File: config.mk
export PLATFORM = sky130hd
export DESIGN_NAME = seq_detector_param
export DESIGN_NICKNAME = d
export VERILOG_FILES = /design/src/rtl/seq_detector_param.sv
export SDC_FILE = /design/constraint.sdc
export NUM_CORES = 1
export LEC_CHECK = 0
export CAP_MARGIN = 20
export CORE_MARGIN = 4
export CORE_UTILIZATION = 40
export CTS_CLUSTER_DIAMETER = 40
export CTS_CLUSTER_SIZE = 30
export DETAILED_ROUTE_END_ITERATION = 10
export PLACE_DENSITY = 0.75
export SYNTH_ARGS = -nofsm -noshare
export SYNTH_HDL_FRONTEND = slang
export SYNTH_SLANG_ARGS = --single-unit
File: constraint.sdc
create_clock -name clk -period 3.4 [get_ports clk]
set_input_delay 0.68 -clock clk [delete_from_list [all_inputs] [get_ports clk]]
set_output_delay 0.68 -clock clk [all_outputs]
set_load 0.1 [all_outputs]
File: src/rtl/seq_detector_param.sv
// Parametrised Mealy serial sequence detector with run-time overlap select,
// sample enable and a saturating, clearable match counter.
module seq_detector_param #(
    parameter int             N       = 6,
    parameter logic [N-1:0]   PATTERN = 6'b101111,
    parameter int             CNT_W   = 8
) (
    input  logic             clk,
    input  logic             rst,
    input  logic             en,
    input  logic             x,
    input  logic             overlap,
    input  logic             cnt_clr,
    output logic             z,
    output logic [CNT_W-1:0] match_count
);

    // state | meaning
    // k=0   | no prefix of PATTERN matched (empty history)
    // k=i   | the first i bits of PATTERN are the most recent i samples
    // k=N-1 | one bit short of a match; x==PATTERN[0] completes it

    localparam int KW = (N > 1) ? $clog2(N) : 1;

    generate
        if (N < 2 || N > 16 || CNT_W < 1) begin : g_bad_params
            $error("seq_detector_param: need 2 <= N <= 16 and CNT_W >= 1");
        end
    endgenerate

    // Failure table: entry (2*k + bit) is the longest prefix of PATTERN that
    // is a suffix of (first k pattern bits followed by bit), capped below N.
    function automatic logic [2*N*KW-1:0] build_kmp();
        logic [2*N*KW-1:0] tbl;
        int   best;
        int   j;
        logic ok;
        logic sb;
        tbl = '0;
        for (int k = 0; k < N; k++) begin
            for (int b = 0; b < 2; b++) begin
                best = 0;
                for (int l = 1; l <= k + 1; l++) begin
                    if (l < N) begin
                        ok = 1'b1;
                        for (int i = 0; i < l; i++) begin
                            j  = k + 1 - l + i;
                            sb = (j == k) ? (b == 1) : PATTERN[N-1-j];
                            if (PATTERN[N-1-i] != sb) ok = 1'b0;
                        end
                        if (ok) best = l;
                    end
                end
                tbl[(2*k+b)*KW +: KW] = KW'(best);
            end
        end
        return tbl;
    endfunction

    function automatic logic [KW-1:0] build_border();
        int   best;
        logic ok;
        best = 0;
        for (int l = 1; l < N; l++) begin
            ok = 1'b1;
            for (int i = 0; i < l; i++) begin
                if (PATTERN[N-1-i] != PATTERN[l-1-i]) ok = 1'b0;
            end
            if (ok) best = l;
        end
        return KW'(best);
    endfunction

    localparam logic [2*N*KW-1:0] KMP_TBL = build_kmp();
    localparam logic [KW-1:0]     B_LEN   = build_border();
    localparam logic [KW-1:0]     K_LAST  = KW'(N - 1);
    localparam logic [CNT_W-1:0]  CNT_MAX = '1;

    logic [KW-1:0] k;
    logic [KW-1:0] kmp_next;
    logic          match;

    assign match = en && (k == K_LAST) && (x == PATTERN[0]);
    assign z     = match && rst;

    always_comb begin
        kmp_next = '0;
        for (int i = 0; i < N; i++) begin
            if (k == KW'(i)) begin
                if (x) kmp_next = KMP_TBL[(2*i+1)*KW +: KW];
                else   kmp_next = KMP_TBL[(2*i)*KW +: KW];
            end
        end
    end

    always_ff @(posedge clk) begin
        if (!rst) begin
            k           <= '0;
            match_count <= '0;
        end else begin
            if (en) begin
                if (match) k <= overlap ? B_LEN : '0;
                else       k <= kmp_next;
            end
            // A clear wins over a coincident match; that match goes uncounted.
            if (cnt_clr)
                match_count <= '0;
            else if (match && match_count != CNT_MAX)
                match_count <= match_count + 1'b1;
        end
    end

endmodule

Word level (Yosys, flattened, before mapping)
Cells that the tools add are included.

Multiplexer cells: 13. Eq/ne operators: 6. Add/subtract/negate cells: 1. Reduce and logical (&&, ||, !) cells: 6. Bitwise logic cells: 1.

Operators with widths (number): 3-bit two-way mux (9); 8-bit by 1-bit adder with 8-bit output (second input constant) (1); 8-bit != test (second input constant) (1); 3-bit by 2-bit equality test with 1-bit output (second input constant) (2); 3-bit equality test (second input constant) (2); 1-bit logical AND (4); 2-bit two-way mux (2); 3-bit by 1-bit equality test with 1-bit output (second input constant) (1); 3-bit logical NOT (1); 1-bit two-way mux (2); 2-bit OR reduction (1); 1-bit NOT (1).

Flip-flop bits (word level): 11. Word-level logic and storage cells: 29.

Logic depth before layout (Yosys ltp)
Depth in word-level cells: 8. Mapped depth: 5.

Least setup slack after synthesis
OpenSTA, ideal clock, no wires.

Path type: input to output. From: input en. To: output z. Path slack: 1266 ps. Path buffers: 0. Cell stages on the path: 2. Arrival time: 1454 ps. Cells stage by stage: and4b_4 and3_2.

Cells in the longest elaborated chain, start to end: 3.

Ends and longest elaborated chain: start, declared (line 10) `input logic en,`; 1-bit logical AND (2 in series) (line 83) `assign match = en && (k == K_LAST) && (x == PATTERN[0]);`; 1-bit logical AND (line 84) `assign z = match && rst;`; end, declared (line 14) `output logic z,`.

Every way passes these cells.

Final worst setup path
Same ends and word-level chain as after synthesis.

==> results.yml <==
run_status:
  status: "finished clean"
sta:
  maxSlewHeadroom: 0.736
  final-setup-viol-count: 0
  finalMaxSlewViolations: 0
  timing_worst_slew_pin_value_ps: 395
  rsz0062_at_grt: "no"
  final.hold.worst_slack_ps: 556
  finalCriticalPeriod_ps: 2660
  clock_skew_ps: 4.32
  fmax_mhz: 376
  fin_setup_tns_ps: 0
  final-hold-violation-count: 0
  period_share: 0.783
final_layout:
  post-route-cell-area_um2: 766
  number_of_non_filler_instances_in_the_completed_layout: 103
  antenna_cells: 0
  fraction_of_layout_instances_using_a_drive_strength_above_1: 0.193
  finish.net_count: 96
  layout-area-overhead-vs-synth_pct: 28.0
  nFillCells: 130
power_and_ir_drop:
  ir_worst_vdd_uv: 167
  total_leakage_power_nw: 0.298
  pwr_density_cell_nw_per_um2: 310
  power_mw: 0.237
route:
  via_count: 606
  drtIter0Drc: 19
  met2WireLength_um: 644
  postRouteAntennaNets: 0
  route.detailed.wl_per_inst_um: 12.9
  wl_met3_um: 88
  routedLengthMet1_um: 568
  top_signal_layer_used: "met4"
  detail_route.vias_per_cell: 5.88
  drt_wl_total_um: 1320
  drt_pass1_iterations: 4
  drcViolationCount: 0
job:
  max_cap_violations: 0
clock_network:
  cts_tree: "built"
  root_buffer: "sky130_fd_sc_hd__clkbuf_4"
  clk_transition_reported_paths_ps: 70
  postCtsSetupBuffers: 0
  worst_skew_late_latency_ps: 270
  cts_hold_buf: 0
  cts_bufs_inserted: 3
  clkSinkCount: 11
  cts.htree.levels: 1
  ctsLongestPathBuffers: 2
  postCtsResizedCells: 0
placement:
  postPlaceCellArea_um2: 739
  dpl.cell_count: 99
  port_buffers: 14
  gp_congestion: 0.710
  dpl.hpwl_um: 1000
critical_path:
  worst_setup_path_startpoint: "en"
  worstSetupPathType: "input port to output port"
  cp-end-kind: "output port"
  timing.critical_path.from_type: "input port"
  worst_ep_arrival_time_ps: 1980
  critPathMaxFanout: 7
  cp_data_required_time_ps: 2720
  reg2reg_from: "match_count[0]$_SDFFE_PP0P_"
yosys:
  simple_logic_cell_fraction_of_the_synthesized_area: 0.276
  yosys_warnings: 0
  syn_area_um2: 598
  synth_flop_cell: "sky130_fd_sc_hd__dfxtp_1"
  synthCells: 72
  synth_seq_cells: 11
  synth_compound_area_frac: 0.209
  synth_mux_area_frac: 0.0669
  synth.yosys.seq_area_share: 0.368
  synth-edff-count: 0
  synth_cell_type_count: 29
  post_synth_fa_ha_maj_area_fraction: 0.0209
  synth_top_family_by_area: "simple AND/OR/NAND/NOR gates"
  synth_xor_xnor_area_share: 0.0146
  avgSynthCellArea_um2: 8.31
  syn_nets: 79
  async_flop_share: 0
global_route:
  grt_first_pass_wirelength_um: 2100
  grt_start_max_net_pins: 13
  grt-ovfl-total: 0
  antenna_found_initial: 0
  gr-usage-all-layers: 0.138
  via_count_of_the_first_global_routing_pass: 515
die:
  die_w_um: 46.7
  ioPinCount: 15
  initial_core_util: 0.443
  floorplan.die_area_um2: 2180
  core_area_um2: 1350
  rows: 13
  fp.dieH_um: 46.7
min_path:
  min_from: "match_count[5]$_SDFFE_PP0P_"
  worst_hold_path_type: "register to register"
==> worst paths after layout <==
check / end / slack (ps) / cells after the start
setup / recovery: z / 740 / 4
hold reg to reg: match_count[5]$_SDFFE_PP0P_ / 560 / 2
hold / removal: match_count[5]$_SDFFE_PP0P_ / 560 / 2
setup reg to reg: match_count[5]$_SDFFE_PP0P_ / 1870 / 5
==> final cells by class <==
| class | instances | area [um2] | area share |
|---|---|---|---|
| timing repair buffer | 14 | 130 | 0.170 |
| tap | 15 | 18.8 | 0.0245 |
| multi-input combinational | 54 | 352 | 0.459 |
| clock buffer | 4 | 26.3 | 0.0343 |
| sequential | 11 | 220 | 0.288 |
| inverter | 5 | 18.8 | 0.0245 |
==> cell usage in the layout (no fill, tap or decap), types with 2 or more instances in the layout <==
master                            count
sky130_fd_sc_hd__a21oi_1              5
sky130_fd_sc_hd__a311oi_1             2
sky130_fd_sc_hd__buf_4                8
sky130_fd_sc_hd__clkbuf_4             3
sky130_fd_sc_hd__clkdlybuf4s50_1      5
sky130_fd_sc_hd__dfxtp_1             11
sky130_fd_sc_hd__inv_1                5
sky130_fd_sc_hd__mux2i_1              4
sky130_fd_sc_hd__nand2_1              3
sky130_fd_sc_hd__nand3_1              5
sky130_fd_sc_hd__nor2_1               7
sky130_fd_sc_hd__nor2b_1              2
sky130_fd_sc_hd__nor3_1               4
sky130_fd_sc_hd__o21ai_0              4
sky130_fd_sc_hd__o31ai_1              3
==> metal layers <==
| metal | track usage | vias up |
|---|---|---|
| met3 | 0.0352 | 4 |
| met1 | 0.154 | 275 |
| met4 | 0.0829 | 0 |
| met2 | 0.231 | 25 |
| met5 | 0 | - |
| li1 | - | 302 |
==> logic make-up after synthesis <==
family / Yosys count
xor gates and xnor gates: 1
adders and majority gates: 1
DFF: 11
buffers and inverters: 7
AOI/OAI and AO/OA: 19
muxes: 4
and+or+nand+nor: 29
==> through the flow <==
stage,util,setup WS [ps]
after global routing,0.567,716
after floorplan,-,1270
after CTS,0.567,746
after global placement,0.548,785
after detailed placement,0.548,752
final,0.567,738
==> critical path, cell delays in order <==
cell                              delay [ps]
sky130_fd_sc_hd__clkdlybuf4s50_1         590
sky130_fd_sc_hd__and4b_4                 320
sky130_fd_sc_hd__and3_2                  220
sky130_fd_sc_hd__buf_12                  170
==> cell usage after synthesis, types with 2 or more instances <==
library cell	instances	area share
sky130_fd_sc_hd__nor2b_1	2	0.021
sky130_fd_sc_hd__a311oi_1	2	0.029
sky130_fd_sc_hd__o21ai_0	4	0.033
sky130_fd_sc_hd__nand2_1	3	0.019
sky130_fd_sc_hd__inv_1	5	0.031
sky130_fd_sc_hd__a21oi_1	5	0.042
sky130_fd_sc_hd__nand3_1	5	0.042
sky130_fd_sc_hd__nor3_1	4	0.033
sky130_fd_sc_hd__nor2_1	7	0.044
sky130_fd_sc_hd__mux2i_1	4	0.067
sky130_fd_sc_hd__dfxtp_1	11	0.37
sky130_fd_sc_hd__o31ai_1	3	0.038
==> registers in the layout (all words and copies together), names as in the netlist <==
| register | count |
|---|---|
| match_count | 8 |
| k | 3 |
==> power breakdown <==
part / leakage (nW) / internal [mW] / total, mW / switching [mW]
registers: 0.0889 / 0.130 / 0.132 / 0.00198
logic: 0.194 / 0.00880 / 0.0160 / 0.00719
clock network: 0.0150 / 0.0454 / 0.0894 / 0.0440
(Power assumes the default switching activity.)
